==> config.mk <==
export PLATFORM = sky130hd
export DESIGN_NAME = tpu_writeback
export DESIGN_NICKNAME = d
export VERILOG_FILES = /design/src/rtl/tpu_writeback.sv
export SDC_FILE = /design/constraint.sdc
export NUM_CORES = 2
export LEC_CHECK = 0
export CORE_MARGIN = 2
export CORE_UTILIZATION = 40
export CTS_CLUSTER_DIAMETER = 200
export CTS_CLUSTER_SIZE = 10
export DETAILED_ROUTE_END_ITERATION = 10
export PLACE_DENSITY_LB_ADDON = 0.25
export SKIP_LAST_GASP = 1
export SYNTH_ARGS = -nofsm -noshare
export SYNTH_HDL_FRONTEND = slang
export SYNTH_SLANG_ARGS = --single-unit
==> constraint.sdc <==
create_clock -name clk -period 23.9 [get_ports clk]
set_clock_uncertainty 0.05 [all_clocks]
set_input_delay 4.78 -clock clk [delete_from_list [all_inputs] [get_ports clk]]
set_output_delay 4.78 -clock clk [all_outputs]
set_load 0.01 [all_outputs]
==> src/rtl/tpu_writeback.sv <==
// TPU result writeback: buffers one tile of result rows, optionally
// applies ReLU per lane, then drains the rows to memory in order.
module tpu_writeback #(
  parameter int ROWS   = 16,
  parameter int ADDR_W = 10
) (
  input  logic              clk,
  input  logic              rst,
  input  logic              row_valid,
  input  logic [127:0]      row_data,
  input  logic              row_last,
  input  logic [ADDR_W-1:0] cfg_base,
  input  logic              cfg_relu,
  input  logic              err_clr,
  output logic              mem_valid,
  input  logic              mem_ready,
  output logic [ADDR_W-1:0] mem_addr,
  output logic [127:0]      mem_data,
  output logic              busy,
  output logic              wb_done,
  output logic              err_ovf
);

  localparam int CW = $clog2(ROWS + 1);
  localparam int IW = $clog2(ROWS);
  localparam logic [CW-1:0] ONE  = CW'(1);
  localparam logic [CW-1:0] LAST = CW'(ROWS - 1);

  typedef enum logic [1:0] {
    S_IDLE,
    S_COLLECT,
    S_DRAIN
  } state_t;

  state_t            state_q, state_d;
  logic [CW-1:0]     wr_cnt_q, wr_cnt_d;
  logic [CW-1:0]     rd_ptr_q, rd_ptr_d;
  logic [ADDR_W-1:0] base_q, base_d;
  logic              relu_q, relu_d;
  logic              done_q, done_d;
  logic              ovf_q, ovf_d;

  logic [127:0]      buf_q [ROWS];
  logic              store;
  logic [IW-1:0]     store_idx;
  logic [127:0]      store_data;

  // Lanes with the sign bit set are zeroed when ReLU is enabled.
  function automatic logic [127:0] relu_row(
    input logic [127:0] r,
    input logic         en
  );
    logic [127:0] o;
    o = r;
    for (int i = 0; i < 16; i++) begin
      if (en && r[8*i+7]) o[8*i +: 8] = 8'h00;
    end
    return o;
  endfunction

  always_comb begin
    state_d    = state_q;
    wr_cnt_d   = wr_cnt_q;
    rd_ptr_d   = rd_ptr_q;
    base_d     = base_q;
    relu_d     = relu_q;
    done_d     = 1'b0;
    store      = 1'b0;
    store_idx  = wr_cnt_q[IW-1:0];
    store_data = relu_row(row_data, relu_q);
    ovf_d      = err_clr ? 1'b0 : ovf_q;
    unique case (state_q)
      S_IDLE: begin
        if (row_valid) begin
          store      = 1'b1;
          store_idx  = '0;
          store_data = relu_row(row_data, cfg_relu);
          base_d     = cfg_base;
          relu_d     = cfg_relu;
          wr_cnt_d   = ONE;
          state_d    = row_last ? S_DRAIN : S_COLLECT;
        end
      end
      S_COLLECT: begin
        if (row_valid) begin
          store    = 1'b1;
          wr_cnt_d = wr_cnt_q + ONE;
          if (row_last || wr_cnt_q == LAST) state_d = S_DRAIN;
        end
      end
      S_DRAIN: begin
        // Rows arriving while draining cannot be buffered.
        if (row_valid) ovf_d = 1'b1;
        if (mem_ready) begin
          if (rd_ptr_q == wr_cnt_q - ONE) begin
            state_d  = S_IDLE;
            rd_ptr_d = '0;
            wr_cnt_d = '0;
            done_d   = 1'b1;
          end else begin
            rd_ptr_d = rd_ptr_q + ONE;
          end
        end
      end
      default: state_d = S_IDLE;
    endcase
  end

  always_ff @(posedge clk or negedge rst) begin
    if (!rst) begin
      state_q  <= S_IDLE;
      wr_cnt_q <= '0;
      rd_ptr_q <= '0;
      base_q   <= '0;
      relu_q   <= 1'b0;
      done_q   <= 1'b0;
      ovf_q    <= 1'b0;
    end else begin
      state_q  <= state_d;
      wr_cnt_q <= wr_cnt_d;
      rd_ptr_q <= rd_ptr_d;
      base_q   <= base_d;
      relu_q   <= relu_d;
      done_q   <= done_d;
      ovf_q    <= ovf_d;
    end
  end

  always_ff @(posedge clk) begin
    if (store) buf_q[store_idx] <= store_data;
  end

  always_comb begin
    mem_valid = (state_q == S_DRAIN);
    mem_addr  = '0;
    mem_data  = '0;
    if (mem_valid) begin
      mem_addr = base_q + ADDR_W'(rd_ptr_q);
      mem_data = buf_q[rd_ptr_q[IW-1:0]];
    end
  end

  assign busy    = (state_q != S_IDLE);
  assign wb_done = done_q;
  assign err_ovf = ovf_q;

endmodule

# ---- Word-level counts from Yosys, hierarchy flattened
# Memories as Yosys holds them, arrays and structs flattened.
# Cells that the tools add are included.
dict set report totals {
  ramBits 2048
  mem_count 1
  inputBits 145
  ff_bits 25
}
dict set report op_classes {
  eq_ne 9
  n_reduce_logical 41
  n_addsub 4
  n_mux 61
}
# name words width read_ports rd_ports_with_merged_regs write_ports line
set mem_list {}
lappend mem_list {buf_q 16 128 1 0 1 43} ;# logic [127:0] buf_q [ROWS];
# cell n
set ops {}
lappend ops {{$mux W128} 3}
lappend ops {{$mux W8} 32}
lappend ops {{$logic_and A1 B1 Y1} 32}
lappend ops {{$mux W5} 5}
lappend ops {{$pmux W5 S3} 1}
lappend ops {{$mux W2} 6}
lappend ops {{$add A10 B5 Y10} 1}
lappend ops {{$add A5 B1 Y5 const B} 2}
lappend ops {{$mux W1} 10}
lappend ops {{$mux W10} 1}
lappend ops {{$reduce_and A5 Y1} 2}
lappend ops {{$mux W4} 2}
lappend ops {{$ne A2 B2 Y1 const B} 3}
lappend ops {{$pmux W2 S3} 1}
lappend ops {{$eq A5 B4 Y1 const B} 1}
lappend ops {{$eq A5 B5 Y1} 1}
lappend ops {{$sub A5 B1 Y5 const B} 1}
lappend ops {{$ne A2 B1 Y1 const B} 2}
lappend ops {{$reduce_and A2 Y1} 2}
lappend ops {{$reduce_bool A3 Y1} 1}
lappend ops {{$eq A2 B1 Y1 const B} 1}
lappend ops {{$eq A2 B2 Y1 const B} 1}
lappend ops {{$logic_not A2 Y1} 1}
lappend ops {{$reduce_bool A2 Y1} 1}
lappend ops {{other kinds (2)} 2}

# ---- Logic depth before layout (Yosys ltp)
dict set report depth {
  ltp_word 5
  depth_mapped 9
  ltp_nobuf 8
}

# ---- Least setup slack after synthesis
# No wires, ideal clock.
dict set report synth_path {
  path_kind {input-to-reg}
  startpoint {input port row_valid}
  endpoint {memory buf_q[0][0], enable pin}
  cell_stages 2
  arrival_ns 13.833
  path_slack_ns 9.225
  path_cell_list {nand2_1 > o21ai_0}
}
dict set report synth_between {
  elab_chain_cells 4
  word_cells_on_any_way 6
  cone_classes {mux (6)}
}
# item line
set synth_rtl {}
lappend synth_rtl {{from (decl)} 9} ;# input logic row_valid,
lappend synth_rtl {{$mux W1} {74, 85}}
lappend synth_rtl {{$mux W1} n/a}
lappend synth_rtl {{$mux W1} 130} ;# if (store) buf_q[store_idx] <= store_data;
lappend synth_rtl {{$mux W1 (not written as such)} 130}
lappend synth_rtl {{to (decl)} 43}
# Several ways; a longest one is shown, not always the timed one.

# ---- Worst setup path in the final report
dict set report layout_path {
  startpoint {register rd_ptr_q[0]}
  endpoint {output port mem_data[62]}
}
dict set report layout_between {
  elab_chain_cells 2
}
# item line
set layout_rtl {}
lappend layout_rtl {{from (decl)} 37} ;# logic [CW-1:0] rd_ptr_q, rd_ptr_d;
lappend layout_rtl {{from (signal assigned)} 121} ;# rd_ptr_q <= rd_ptr_d;
lappend layout_rtl {{$mem_v2 Z16 W128} n/a}
lappend layout_rtl {{$mux W128} 137} ;# if (mem_valid) begin
lappend layout_rtl {{to (decl)} 18} ;# output logic [127:0] mem_data,
# Every way passes these cells.

==> run_results.csv <==
group,metric,value,unit
synthesis,synthesis.area_per_instance,20.9,um^2
synthesis,post-synth-top-count-cell,"sky130_fd_sc_hd__edfxtp_1",
power,totalPowerFinal,0.0103,W
run_status,result_of_the_run,"completed",
setup_path,timing.critical_path.arrival,6.10,ns
clocking,cts_hold_buf,0,
clocking,cts_root_buf,"sky130_fd_sc_hd__clkbuf_16",
layout,nets,4427,
sta,final-hold-violation-count,0,
placement,finalWeightedCongestion,0.728,
global_routing,grt_usage,19.7,%
sta,rsz_0062_raised_after_global_routing,"no",
setup_path,crit_family,"buffers and inverters",
synthesis,syn-num-nets,4042,
synthesis,synth_cells,3883,
global_routing,grt_max_degree,147,
global_routing,grt_antenna_before_repair,14,
sta,report.final.setup_viol,0,
synthesis,ys_seq_area_share,76.5,%
die,dieHeight,454,um
setup_path,crit_top_cell,"sky130_fd_sc_hd__buf_4",
placement,portBuffers,286,
setup_path,critical_path_buf_inv_count,4,
power,power.density_cell_area,111,nW/um^2
setup_path,critical_path_class,"reg2out",
placement,post-dp-hpwl,103,mm
synthesis,number_of_enable_flip_flop_cells_after_synthesis,2048,
layout,layout_cell_share_with_drive_strength_beyond_1,20.4,%
job,drv.max_cap_violation_count,0,
clocking,postCtsResizedCells,0,
synthesis,synth.lib_cells_used.distinct,52,
synthesis,proportion_of_register_bits_with_asynchronous_set_or_reset_after_synthesis,1.21,%
die,initial_utilization,40.2,%
global_routing,wire_length_of_the_first_global_routing_pass,291,mm
sta,timing.max_slew.rel_slack,22.8,%
synthesis,yosys_most_used_dff,"sky130_fd_sc_hd__edfxtp_1",
drt,detail_route.iter0.violations,3846,
synthesis,synth_top_family_by_area,"multiplexers",
setup_path,cp_cell_sequence,"buf_12 > buf_4 > buf_4 > mux4_2 > mux2i_1 > nand2_1 > o211a_1 > clkdlybuf4s50_1",
synthesis,synth_top_cells_by_count,"2048 x sky130_fd_sc_hd__edfxtp_1, 541 x sky130_fd_sc_hd__nand2_1, 512 x sky130_fd_sc_hd__mux4_2",
setup_path,crit_required,19.07,ns
sta,maxClockFrequency,91.5,MHz
global_routing,via_count_of_the_first_global_routing_pass,40800,
layout,syn_to_final_growth,15.0,%
synthesis,synth_seq_cells,2073,
setup_path,element_type_at_the_critical_path_start,"flop",
drt,via_count,39200,
worst_hold_path,worst_hold_startpoint,"base_q[0]",
die,design.die.area,207000,um^2
worst_hold_path,min-delay-path-class,"reg2reg",
clocking,clkTransAtPathRegs,0.06,ns
synthesis,mux_cell_area_share_after_synthesis,16.1,%
synthesis,mappedNetlistArea,81200,um^2
setup_path,crit_path_end_kind,"output port",
drt,remaining_drc_errors,0,
drt,antenna_left,0,
sta,tightestPinTransition,1.16,ns
synthesis,post-synth-top-area-cell,"sky130_fd_sc_hd__edfxtp_1",
die,die_x,454,um
clocking,clock_tree.buffer_depth,3,
clocking,cts_max_level,4,
clocking,setup_repair_bufs_after_cts,0,
sta,maxSlewViolCount,0,
sta,timing.setup.tns,0,ns
drt,drt-pass1-iter-count,7,
power,p_leak,30.8,nW
global_routing,grt_overflow,0,
sta,final.period_utilization,45.7,%
synthesis,post_synthesis_compound_gate_area_fraction,1.96,%
drt,postRouteWirelength,203,mm
synthesis,fraction_of_the_mapped_netlist_area_in_simple_logic_gates,3.89,%
setup_path,timing.reg2reg.worst_path_depth,7,
clocking,cts_made_buffers,225,
die,pin_count,287,
setup_path,critical_path_depth,8,
sta,period_needed,10.93,ns
drt,avgViaCountPerCell,5.61,
clocking,cts_tree,"yes",
die,rows,165,
setup_path,crit_slowest_cell,"sky130_fd_sc_hd__dfrtp_4",
synthesis,synth_top_cell_area_share,75.8,%
worst_hold_path,whs_path_depth,1,
clocking,worstSkewPairLatency,0.85,ns
synthesis,share_of_synthesized_cell_area_in_full_adder_half_adder_and_majority_cells,0.225,%
power,vdd_drop_max,87.1,uV
drt,avgRoutedWirePerCell,29.1,um
setup_path,timing.critical_path.slowest_cell_delay,1.12,ns
synthesis,synth_area_leaders,"sky130_fd_sc_hd__edfxtp_1 76%, sky130_fd_sc_hd__mux4_2 14%, sky130_fd_sc_hd__nand2_1 2.5%",
synthesis,synth-warning-count,0,
setup_path,critPathLaunch,"rd_ptr_q[0]",
setup_path,timing.critical_path.fanout_max,101,
setup_path,timing.rr.start,"state_q[1]",
synthesis,post_synth_xor_area_fraction,0.0755,%
clocking,numClockSinks,2073,
die,core_area,202000,um^2
## flip-flops by register name, indices dropped and copies added, names as in the netlist
name,flops
wb_done,1
rd_ptr_q,5
state_q,2
wr_cnt_q,5
relu_q,1
buf_q,2048
base_q,10
err_ovf,1
## worst paths after layout
kind	end	slack, ns
min in group asynchronous	relu_q	4.26
worst max register to register	buf_q[7][34]	19.12
worst max-delay path	mem_data[62]	12.97
worst min-delay path	base_q[0]	0.46
max in group asynchronous	base_q[0]	19.20
worst min register to register	base_q[0]	0.46
## report_power, final
group / leakage (nW) / switching (W) / total (W) / internal, W
clock: 2.94 / 0.00133 / 0.00300 / 0.00167
combinational: 8.96 / 0.00162 / 0.00295 / 0.00132
sequential: 18.9 / 0.0000906 / 0.00440 / 0.00431
total: 30.8 / 0.00304 / 0.0103 / 0.00730
## placed cells by master, fill, tap and decap left out, types with 9 or more instances in the layout
cell                              Yosys  routed
sky130_fd_sc_hd__dfrtp_1             25      21
sky130_fd_sc_hd__mux2_2              12      12
sky130_fd_sc_hd__clkbuf_16            0     225
sky130_fd_sc_hd__nand2_1            541     541
sky130_fd_sc_hd__buf_4               23      74
sky130_fd_sc_hd__buf_12               0       9
sky130_fd_sc_hd__inv_1               13      12
sky130_fd_sc_hd__mux2i_1            136     135
sky130_fd_sc_hd__nand3_1             15      15
sky130_fd_sc_hd__clkdlybuf4s50_1      0     286
sky130_fd_sc_hd__edfxtp_1          2048    2048
sky130_fd_sc_hd__mux4_2             512     512
sky130_fd_sc_hd__and2_1             130     130
sky130_fd_sc_hd__clkbuf_1            92      19
sky130_fd_sc_hd__ha_1                13      12
sky130_fd_sc_hd__o211a_1            128     128
sky130_fd_sc_hd__nor2_4               0      15
## cells by family (layout without fill, tap and decap cells)
family,Yosys count,count (layout)
DFF,2073,2073
and+or+nand+nor,732,732
muxes,661,661
buffers and inverters,225,643
AOI/OAI and AO/OA,171,171
adders and majority gates,14,14
xor gates and xnor gates,7,7
other,0,6
## layout make-up
type	count	area [um^2]
antenna	6	15.0
clock buffer	244	5700
clock inverter	16	345
fill	16800	109000
inverter	14	60.1
multi-input combinational	1585	18200
sequential	2073	62100
tap	2672	3340
timing repair buffer	369	3600
## stage by stage
step | area [um^2] | std cells | hold WS, ns | worst slack (ns) | util (%)
after floorplan | 81200 | 3883 | 0.434 | 9.23 | -
after global placement | 87300 | 6713 | 0.442 | 13.63 | 43.2
after detailed placement | 87300 | 6713 | 0.449 | 13.62 | 43.2
after CTS | 93400 | 6973 | 0.462 | 12.65 | 46.2
after global routing | 93400 | 6978 | 0.471 | 12.28 | 46.3
final | 93400 | 6979 | 0.458 | 12.97 | 46.3
## routing by layer
metal / GRT usage [%] / up-vias / share of wire, %
li1: - / 16500 / -
met1: 26.3 / 21300 / 42
met2: 32.9 / 1121 / 50
met3: 2.71 / 303 / 4.9
met4: 7.47 / 0 / 3.5
met5: 0 / - / 0
No activity file was read; power rests on OpenSTA's default activity.
